`config.mk`:
```
export PLATFORM = sky130hd
export DESIGN_NAME = ip_codma_crc_engine
export DESIGN_NICKNAME = d
export VERILOG_FILES = /design/src/rtl/ip_codma_crc_pkg.sv /design/src/rtl/ip_codma_crc_step.sv /design/src/rtl/ip_codma_crc_engine.sv
export SDC_FILE = /design/constraint.sdc
export NUM_CORES = 1
export LEC_CHECK = 0
export CAP_MARGIN = 25
export CORE_UTILIZATION = 40
export CTS_CLUSTER_DIAMETER = 200
export DETAILED_ROUTE_END_ITERATION = 10
export PLACE_DENSITY_LB_ADDON = 0.25
export SYNTH_ARGS = -nofsm -noshare
export SYNTH_HDL_FRONTEND = slang
export SYNTH_HIERARCHICAL = 1
export SYNTH_SLANG_ARGS = --single-unit
```
`constraint.sdc`:
```
create_clock -name clk_i -period 18.15 [get_ports clk_i]
set_input_delay 2.7225 -clock clk_i [delete_from_list [all_inputs] [get_ports clk_i]]
set_output_delay 2.7225 -clock clk_i [all_outputs]
set_load 0.02 [all_outputs]
```
`src/rtl/ip_codma_crc_pkg.sv`:
```
// Shared types and CRC-32/ISO-HDLC defaults for the CODMA CRC engine.
package ip_codma_crc_pkg;

  typedef enum logic [1:0] {
    IDLE = 2'd0,
    RUN  = 2'd1,
    DONE = 2'd2
  } crc_state_t;

  localparam logic [31:0] CRC32_POLY_REFL = 32'hEDB88320;
  localparam logic [31:0] CRC32_INIT      = 32'hFFFFFFFF;
  localparam logic [31:0] CRC32_XOROUT    = 32'hFFFFFFFF;

endpackage

```
`src/rtl/ip_codma_crc_step.sv`:
```
// One-word reflected CRC update: bit 0 of the word is folded in first, so
// bytes are consumed LSB-first with each byte bit-reflected.
module ip_codma_crc_step
  import ip_codma_crc_pkg::*;
#(
  parameter int               WORD_W = 32,
  parameter int               CRC_W  = 32,
  parameter logic [CRC_W-1:0] POLY   = CRC32_POLY_REFL
) (
  input  logic [CRC_W-1:0]  state_cur,
  input  logic [WORD_W-1:0] data_word,
  output logic [CRC_W-1:0]  state_nxt
);

  always_comb begin
    state_nxt = state_cur;
    for (int i = 0; i < WORD_W; i++) begin
      if (state_nxt[0] ^ data_word[i]) begin
        state_nxt = (state_nxt >> 1) ^ POLY;
      end else begin
        state_nxt = state_nxt >> 1;
      end
    end
  end

endmodule

```
`src/rtl/ip_codma_crc_engine.sv`:
```
// Block CRC engine: captures up to NUM_WORDS words on start, folds one word
// per cycle, and reports the finalised CRC with a one-cycle done pulse.
module ip_codma_crc_engine
  import ip_codma_crc_pkg::*;
#(
  parameter int               WORD_W    = 32,
  parameter int               NUM_WORDS = 8,
  parameter int               CRC_W     = 32,
  parameter logic [CRC_W-1:0] POLY      = CRC32_POLY_REFL,
  parameter logic [CRC_W-1:0] INIT      = CRC32_INIT,
  parameter logic [CRC_W-1:0] XOROUT    = CRC32_XOROUT,
  localparam int              LEN_W     = $clog2(NUM_WORDS + 1)
) (
  input  logic                              clk_i,
  input  logic                              reset_i,
  input  logic                              start_i,
  input  logic                              chain_i,
  input  logic [LEN_W-1:0]                  len_i,
  input  logic [NUM_WORDS-1:0][WORD_W-1:0]  data_i,
  output logic                              busy_o,
  output logic                              done_o,
  output logic [CRC_W-1:0]                  crc_o
);

  localparam int               IDX_W   = (NUM_WORDS > 1) ? $clog2(NUM_WORDS) : 1;
  localparam logic [LEN_W-1:0] MAX_LEN = LEN_W'(NUM_WORDS);

  crc_state_t                       fsm_reg;
  logic [LEN_W-1:0]                 idx_reg;
  logic [LEN_W-1:0]                 len_reg;
  logic [CRC_W-1:0]                 state_reg;
  logic [CRC_W-1:0]                 crc_reg;
  logic                             done_reg;
  logic [NUM_WORDS-1:0][WORD_W-1:0] data_buf_reg;

  logic [LEN_W-1:0]  len_clamped;
  logic [CRC_W-1:0]  seed;
  logic [CRC_W-1:0]  step_out;
  logic [WORD_W-1:0] cur_word;
  logic              accept;

  assign len_clamped = (len_i > MAX_LEN) ? MAX_LEN : len_i;
  assign seed        = chain_i ? state_reg : INIT;
  assign accept      = (fsm_reg == IDLE) && start_i;
  assign cur_word    = data_buf_reg[idx_reg[IDX_W-1:0]];

  ip_codma_crc_step #(
    .WORD_W (WORD_W),
    .CRC_W  (CRC_W),
    .POLY   (POLY)
  ) u_step (
    .state_cur (state_reg),
    .data_word (cur_word),
    .state_nxt (step_out)
  );

  // The block buffer needs no reset: it is only read after a fresh capture.
  always_ff @(posedge clk_i) begin
    if (accept && !reset_i) begin
      data_buf_reg <= data_i;
    end
  end

  always_ff @(posedge clk_i) begin
    if (reset_i) begin
      fsm_reg   <= IDLE;
      state_reg <= INIT;
      idx_reg   <= '0;
      len_reg   <= '0;
      done_reg  <= 1'b0;
      crc_reg   <= '0;
    end else begin
      done_reg <= 1'b0;
      case (fsm_reg)
        IDLE: begin
          if (start_i) begin
            len_reg   <= len_clamped;
            state_reg <= seed;
            idx_reg   <= '0;
            // An empty block finalises the seed straight away.
            if (len_clamped == '0) begin
              fsm_reg  <= DONE;
              done_reg <= 1'b1;
              crc_reg  <= seed ^ XOROUT;
            end else begin
              fsm_reg <= RUN;
            end
          end
        end
        RUN: begin
          state_reg <= step_out;
          idx_reg   <= idx_reg + 1'b1;
          if (idx_reg == len_reg - 1'b1) begin
            fsm_reg  <= DONE;
            done_reg <= 1'b1;
            crc_reg  <= step_out ^ XOROUT;
          end
        end
        DONE: begin
          fsm_reg <= IDLE;
        end
        default: begin
          fsm_reg <= IDLE;
        end
      endcase
    end
  end

  assign busy_o = (fsm_reg != IDLE);
  assign done_o = done_reg;
  assign crc_o  = crc_reg;

endmodule

```
==> summary.md <==
| Metric | Value |
|---|---|
| Worst-margin pin slew | 1.094 ns |
| Critical R2R Launch | idx_reg[0] |
| Htree depth | 2 |
| Status | finished, final reports clean |
| WP buf/inv | 2 |
| Register area share after synthesis | 0.5657 |
| Max frequency | 158.2 MHz |
| Commonest non-fill, non-tap cells in the layout | clkdlybuf4s50_1, edfxtp_1, xnor2_1 |
| Vias | 9829 |
| GRT Residual Overflow | 0 |
| CP endpoint kind | register |
| DRC Markers | 0 |
| Dpl cells | 1820 |
| Vias in the first global route | 10404 |
| Min-Delay Path Depth | 2 |
| WL/cell | 22.24 um |
| DP Wirelength | 29.68 mm |
| Tot GR Track Use | 0.2045 |
| FP Rows | 73 |
| TritonCTS clock tree | yes |
| Final clock skew | 0.01633 ns |
| Clock buffer count from CTS | 37 |
| Post-synth cell types | 48 |
| Syn. warnings | 6 |
| Most frequent CP cell | xnor2_1 |
| Critical Path Max Stage Delay | 0.79 ns |
| Fin crit period | 6.320 ns |
| Commonest non-fill, non-tap cell in the layout | clkdlybuf4s50_1 |
| Clk slew on worst S/H paths | 0.06 ns |
| Total setup buffers inserted after CTS | 0 |
| Die height | 203.5 um |
| Setup tns final | 0 ns |
| Startpoint Class | register |
| First-pass detailed-route iteration total | 5 |
| Cell area after layout | 0.02094 mm^2 |
| Iteration-0 DRC Markers | 679 |
| Flop2flop setup slack | 11.83 ns |
| Vias/cell | 5.212 |
| DR top layer | met4 |
| Clk_lat worst skew | 0.55 ns |
| Hold_buf cts | 0 |
| Core Region | 0.03991 mm^2 |
| Cts repair resizes | 0 |
| FF+latch count, synth | 331 |
| Full die area | 0.04142 mm^2 |
| Post-Syn Nets | 1313 |
| WP data arrival | 6.74 ns |
| Hold WC Path Type | reg -> reg |
| Final Non-Filler Cells | 1886 |
| Placed cell areas | 0.01976 mm^2 |
| Port Buf Inserts | 297 |
| Tcrit/Tclk final | 0.3482 |
| Syn Std Cell Area | 0.01624 mm^2 |
| CTS max path bufs | 3 |
| P&R area growth vs syn | 28.94% |
| Final #Nets | 1602 |
| Min-Delay Startpoint | len_reg[3] |
| # setup viols final | 0 |
| Root buffer cell | clkbuf_16 |
| Setup Crit Path Kind | reg -> reg |
| Syn avg cell area | 15.51 um^2 |
| Routed wl met3 | 3.107 mm |
| Crit-path cells | buf_4 > mux4_2 > mux2_2 > xnor2_1 > xnor3_1 > xnor2_1 > xnor2_1 > xor3_2 > xnor2_4 > xor2_1 > xnor2_1 > inv_1 > o41ai_1 > a21oi_1 |
| DRT met1 WL | 17.28 mm |
| Cells after Synth | 1047 |
| Final hold violation count | 0 |
| Unrepaired setup endpoints after global routing | no |
| Antenna diode instance count | 0 |
| Crit path required time | 18.57 ns |
| Layout cell share with drive strength beyond 1 | 0.1594 |
| Met2 WL | 20.24 mm |
| GP Congestion | 0.9284 |
| # fillers | 3308 |
| Slowest stage cell, crit path | dfxtp_4 |
| Post-synth EDFFs | 256 |
| Min Hold Slack | 0.4670 ns |
| Starting density of the core | 0.4069 |
| Post-synth ARST share | 0 |
| Crit-path max FO | 36 |
| # IOs | 298 |
| Sink Count | 331 |
| Routed WL | 41.95 mm |
| Slew Limit Headroom | 0.2692 |
| Hold Path Sink | len_reg[3] |
| First-pass GRT wire length | 62.62 mm |
| CP delay by family, top | XOR/XNOR gates |
| Main synth FF type | edfxtp_1 |
| Antenna Nets Post-Route | 0 |
| Pins Over Slew Limit | 0 |
| Maxcap violations | 0 |
| R2r endpoint | crc_o[18] |
| Largest register FFs | 256 |
| Pin count of the biggest net entering global routing | 91 |
| Reg2Reg Depth | 14 |
| Die Width | 203.5 um |
| Initial antenna violation count | 0 |
-- synthesized netlist by cell type (2+ instances only) --
cell / n / area share
ha_1: 2 / 0.0015
nand2_1: 42 / 0.0097
edfxtp_1: 256 / 0.47
xnor3_2: 9 / 0.013
inv_1: 36 / 0.0083
buf_2: 9 / 0.0028
xnor2_1: 165 / 0.089
or2_2: 2 / 0.00077
xnor2_4: 5 / 0.0085
xor2_1: 47 / 0.025
xor2_4: 2 / 0.0034
o21ai_0: 31 / 0.0096
or3_1: 3 / 0.0012
nor4_1: 6 / 0.0023
a211oi_1: 3 / 0.0014
mux4_2: 64 / 0.089
xnor3_1: 26 / 0.036
a211oi_2: 2 / 0.0015
nand2b_1: 2 / 0.00077
o41ai_1: 26 / 0.014
nand3b_1: 3 / 0.0014
xnor2_2: 10 / 0.010
nor2_1: 7 / 0.0016
xor2_2: 3 / 0.0030
o22ai_1: 32 / 0.012
xor3_1: 2 / 0.0029
o31a_1: 31 / 0.017
mux2_2: 32 / 0.022
xnor3_4: 7 / 0.011
clkbuf_1: 46 / 0.011
buf_6: 4 / 0.0028
dfxtp_1: 75 / 0.092
buf_1: 4 / 0.00092
nand3_1: 3 / 0.00092
a21oi_1: 37 / 0.011
-- stage by stage --
| step | utilization | worst slack, ns |
|---|---|---|
| after floorplan | - | 3.242 |
| after global placement | 0.4950 | 11.53 |
| after detailed placement | 0.4950 | 11.40 |
| after CTS | 0.5233 | 11.67 |
| after global routing | 0.5247 | 11.39 |
| final | 0.5247 | 11.83 |
-- cell families (layout without fill, tap and decap cells) --
| kind of cell | count (synthesis) | in the layout | synth area share |
|---|---|---|---|
| flops | 331 | 331 | 0.5657 |
| xor+xnor | 277 | 277 | 0.2042 |
| compound gates | 167 | 167 | 0.06971 |
| buf+inv | 99 | 413 | 0.02542 |
| mux | 97 | 97 | 0.1118 |
| simple gates | 74 | 74 | 0.02157 |
| fa+ha+maj | 2 | 2 | 0.001540 |
-- per-layer routing --
layer	GRT usage	vias to the layer above
met2	0.3339	355
met3	0.05018	69
li1	-	4530
met5	0	-
met1	0.2622	4875
met4	0.07895	0
-- layout make-up --
class                      count  area [um^2]  share of cell area
clock buffer                  45        987.2             0.04714
timing repair buffer         313         3133              0.1496
clock inverter                19        145.1            0.006930
tap                          525        656.9             0.03136
multi-input combinational    617         6689              0.3194
inverter                      36        135.1            0.006452
sequential                   331         9198              0.4392
-- how the worst max path moves through the flow --
stage	startpoint	end	slack [ns]	cells past startpoint
6_report	idx_reg[0]	crc_o[18]	11.83	14
5_1_grt	idx_reg[0]	crc_o[18]	11.39	14
4_1_cts	idx_reg[0]	crc_o[18]	11.67	14
3_5_place_dp	start_i	data_buf_reg[106]	11.40	5
3_3_place_gp	start_i	data_buf_reg[13]	11.53	5
2_1_floorplan	start_i	data_buf_reg[0]	3.24	4
-- worst min-delay path, cell delays in order (launching register included) --
cell and delay [ns]:
dfxtp_1 0.32, nand2_1 0.05, a21oi_1 0.05
Power is left out: the tool's default activity adds up to more than one toggle a clock period on the data nets, which glitch-free logic cannot reach.
==> RTL edit 1: new RTL, config.mk and constraints unchanged <==
Reset style: asynchronous (`reset_i`), changed in one clocked block.
--- a/src/rtl/ip_codma_crc_engine.sv
+++ b/src/rtl/ip_codma_crc_engine.sv
@@ -61,7 +61,7 @@
     end
   end
 
-  always_ff @(posedge clk_i) begin
+  always_ff @(posedge clk_i or posedge reset_i) begin
     if (reset_i) begin
       fsm_reg   <= IDLE;
       state_reg <= INIT;
Formal check against the unedited RTL: not equivalent (Yosys sat finds a counterexample within 4 cycles, from zero or initial values and one cycle with reset_i high; the reset may be asserted at any time).
==> RTL edit 1 against the unedited design <==
Wire length down 7.3%; global-route usage down 1.3 points; worst setup slack better by 110 ps; synthesized cell count down 12%; sequential cell count unchanged; final area up 0.87%; cell count down 5.8%; area after synthesis up 0.57%.
Power is left out: the tool's default activity adds up to more than one toggle a clock period on the data nets, which glitch-free logic cannot reach.
==> RTL edit 1: results (changes against the unedited design) <==
outcome completed (unchanged); initial antenna violation count 0 (unchanged); top post-synthesis cells by area edfxtp_1, mux4_2, xnor2_1 (was edfxtp_1, dfxtp_1, xnor2_1); Setup Buffers After CTS 0 (unchanged); WL/cell 21.9 um (was 22.2 um); pre-CTS setup slack 11870 ps (was 11400 ps); class of the worst hold path flip-flop to flip-flop (unchanged); synth warn 6 (unchanged); CP max stage cell dfrtp_4 (was dfxtp_4); RD Place Congestion 0.926 (was 0.928); compound-cell area share of the yosys netlist 0.0637 (was 0.0697); diodes inserted 0 (unchanged); proportion of synthesized area in mux cells 0.112 (about the same); Hold Crit Start idx_reg[3]$_DFFE_PP0P_ (was len_reg[3]$_SDFFE_PP0P_); Worst R2R Start idx_reg[0]$_DFFE_PP0P_ (was idx_reg[0]$_SDFFE_PP0P_); Post-Synth XOR/XNOR Area 0.203 (was 0.204); number of global-route vias before repair 9768 (was 10.4k); first-pass GRT wire length 58.7 mm (was 62.6 mm); worst slew margin relative to its limit 0.276 (was 0.269); max incr delay on CP 960 ps (was 790 ps); layout cells sized above 1 0.216 (was 0.159); initial DRC count 469 (was 679); Worst-path clk slew 60 ps (about the same); Hold Path Stages 1 (was 2); Synth Flop Type edfxtp_1 (unchanged); Critical Path AT 6700 ps (was 6740 ps); synth cell count leaders edfxtp_1, xnor2_1, mux4_2, xor2_1, dfrtp_1 (was edfxtp_1, xnor2_1, dfxtp_1, mux4_2, xor2_1); post-CTS sizing 0 (unchanged); final net count 1489 (was 1602); detailed-router iteration count before antenna repair 4 (was 5); dpl hpwl 28.1 mm (was 29.7 mm); R2R depth 12 (was 14); Filler cells 3327 (was 3308); EDFF count, synth 256 (unchanged); Synth cell types 44 (was 48); Avg Vias per Cell 5.03 (was 5.21); hold buffers post-CTS 0 (unchanged); Critical Path Fanout Max 41 (was 36); largest net degree at the start of global routing 183 (was 91); Post-Synth Adder-Cell Area 0.00153 (was 0.00154); Largest register FFs 256 (unchanged); syn nets 1184 (was 1313); GRT Util Overall 0.192 (was 0.205); Seq/Total Area, Yosys 0.588 (was 0.566); Post-synth ARST share 0.227 (was 0); worst clock skew 24.7 ps (was 16.3 ps); Root Buffer clkbuf_16 (unchanged); clock latency on the worst-skew pair 560 ps
RTL edit 1: cell types whose count changed in the layout (fill, tap and decap cells not counted), sizes merged, moves of 36 or more:
cell and change:
nand2 -36, dfrtp +43, a21oi -36, dfxtp -75
RTL edit 1: final timing paths:
| path | slack, ps | to |
|---|---|---|
| worst min register to register | 490 | idx_reg[3]$_DFFE_PP0P_ |
| max in group asynchronous | 14850 | state_reg[13]$_DFFE_PP1P_ |
| worst min-delay path | 490 | idx_reg[3]$_DFFE_PP0P_ |
| worst max-delay path | 11940 | state_reg[15]$_DFFE_PP1P_ |
| worst max register to register | 11940 | state_reg[15]$_DFFE_PP1P_ |
| min in group asynchronous | 2660 | len_reg[1]$_DFFE_PP0P_ |
RTL edit 1: layer usage:
metal | vias up | wire [um] | GRT usage
li1 | 4084 | - | -
met1 | 4521 | 16700 | 0.254
met2 | 289 | 19200 | 0.317
met3 | 44 | 2290 | 0.0389
met4 | 0 | 759 | 0.0573
met5 | - | 0 | 0
RTL edit 1: stage by stage:
step | cells | cell area [um2] | hold WS [ps] | util
global route | 1777 | 21100 | 539 | 0.528
finish | 1777 | 21100 | 495 | 0.528
detailed placement | 1707 | 19800 | 486 | 0.496
global placement | 1707 | 19800 | 486 | 0.496
floorplan | 918 | 16300 | 466 | -
CTS | 1775 | 21100 | 494 | 0.527
RTL edit 1: worst max-delay path, delay by kind of cell (launching register included):
| kind | cells | cell delay, ps |
|---|---|---|
| XOR/XNOR | 8 | 3430 |
| buffers and inverters | 1 | 620 |
| AO/OA/AOI/OAI | 1 | 200 |
| multiplexers | 2 | 870 |
| flip-flops | 1 | 960 |
RTL edit 1: kinds of logic after synthesis:
logic type / count (synthesis)
buffers and inverters: 81
and+or+nand+nor: 23
DFF: 331
AOI/OAI and AO/OA: 107
muxes: 98
adders and majority gates: 2
xor gates and xnor gates: 276
RTL edit 1: area by class of cell:
cell class	instances	share of cell area
Timing Repair Buffer	309	0.147
Multi-Input combinational cell	506	0.302
Sequential cell	331	0.455
Tap cell	525	0.0311
Clock inverter	20	0.0121
Clock buffer	48	0.0468
Inverter	38	0.00675
==> RTL edit 2: new RTL, config.mk and constraints unchanged <==
Without the edit above. `NUM_WORDS`: 8 -> 16.
--- a/src/rtl/ip_codma_crc_engine.sv
+++ b/src/rtl/ip_codma_crc_engine.sv
@@ -4,7 +4,7 @@
   import ip_codma_crc_pkg::*;
 #(
   parameter int               WORD_W    = 32,
-  parameter int               NUM_WORDS = 8,
+  parameter int               NUM_WORDS = 16,
   parameter int               CRC_W     = 32,
   parameter logic [CRC_W-1:0] POLY      = CRC32_POLY_REFL,
   parameter logic [CRC_W-1:0] INIT      = CRC32_INIT,
Ports: changed (resized data_i and len_i); port bits go from 298 to 555. No check against the original RTL was run, so the function may have changed too.
==> RTL edit 2 against the unedited design <==
Sequential cell count grew 258; critical path depth grew 1; final area up 65%; count of clock-buffer cells in the layout rose by 35; clock skew is 27 ps higher; non-clock buffer count rose by 258; worst setup slack worse by 1100 ps; wire length increased by 69%; area after synthesis rose by 60%; cell count increased by 51%.
Power is left out: the tool's default activity adds up to more than one toggle a clock period on the data nets, which glitch-free logic cannot reach.
==> RTL edit 2: results (changes against the unedited design) <==
max incr delay on CP 840 ps (was 790 ps); synth cell count leaders edfxtp_1, xnor2_1, mux4_2, dfxtp_1, xor2_1 (was edfxtp_1, xnor2_1, dfxtp_1, mux4_2, xor2_1); outcome completed (unchanged); worst clock skew 43.4 ps (was 16.3 ps); met2 WL 36.5 mm (was 20.2 mm); count of multi-input gates 687 (was 617); Layout clock area frac 0.0614 (was 0.0541); Placed Cells 2737 (was 1820); GR Util met3 0.0476 (was 0.0502); highest routed layer met5 (was met4); EDFF count, synth 512 (was 256); initial antenna violation count 12 (was 0); syn nets 1912 (was 1313); GR Util met1 0.274 (was 0.262); diodes inserted 5 (was 0); inverters 35 (was 36); layout cells sized above 1 0.174 (was 0.159); Avg Vias per Cell 5.08 (was 5.21); dpl hpwl 52.7 mm (was 29.7 mm); Post-Route M1 WL 28.9 mm (was 17.3 mm); Reg area 16900 um2 (was 9200 um2); detailed-router iteration count before antenna repair 7 (was 5); Via Count 14.5k (was 9829); clock buffers 80 (was 45); Critical Path AT 7860 ps (was 6740 ps); initial DRC count 1048 (was 679); Die Area 66000 um2 (was 41400 um2); first-pass GRT wire length 103 mm (was 62.6 mm); Area Growth Syn to Fin 33.1% (was 28.9%); Critical Path Fanout Max 68 (was 36); RD Place Congestion 0.877 (was 0.928); pre-CTS setup slack 10680 ps (was 11400 ps); met3 wire length 4.24 mm (was 3.11 mm); GRT Util Overall 0.215 (was 0.205); signal buffers share of area 0.165 (was 0.150); met2 usage in global routing 0.369 (was 0.334); Worst-Margin Slew 1190 ps (was 1090 ps); clock latency on the worst-skew pair 620 ps (was 550 ps); Post-DP Area 32500 um2 (was 19800 um2); Filler cells 5082 (was 3308); Mean Syn Cell Area 18.7 um2 (was 15.5 um2); final net count 2473 (was 1602); Largest register FFs 512 (was 256); number of global-route vias before repair 15.7k (was 10.4k); Seq/Total Area, Yosys 0.651 (was 0.566); number of buffers created by CTS 66 (was 37); largest net degree at the start of global routing 217 (was 91); total wire length 70.9 mm (was 42.0 mm)
RTL edit 2: path summary, 6_finish.rpt:
path	from	end	slack [ps]	cells after the start
hold reg to reg	crc_o[8]$_SDFFE_PP0P_	crc_o[8]$_SDFFE_PP0P_	460	2
setup / recovery	idx_reg[1]$_SDFFE_PP0P_	state_reg[14]$_SDFFE_PP1P_	10760	15
setup reg to reg	idx_reg[1]$_SDFFE_PP0P_	state_reg[14]$_SDFFE_PP1P_	10760	15
hold / removal	crc_o[8]$_SDFFE_PP0P_	crc_o[8]$_SDFFE_PP0P_	460	2
RTL edit 2: cells by family (layout without fill, tap and decap cells):
| family | after synthesis | in the layout | share of synthesized area |
|---|---|---|---|
| mux | 160 | 160 | 0.139 |
| compound gates | 146 | 146 | 0.0419 |
| fa+ha+maj | 2 | 2 | 0.000962 |
| flops | 589 | 589 | 0.651 |
| simple gates | 102 | 102 | 0.0216 |
| buf+inv | 113 | 719 | 0.0186 |
| xor+xnor | 277 | 277 | 0.128 |
| other cells | 0 | 5 | 0 |
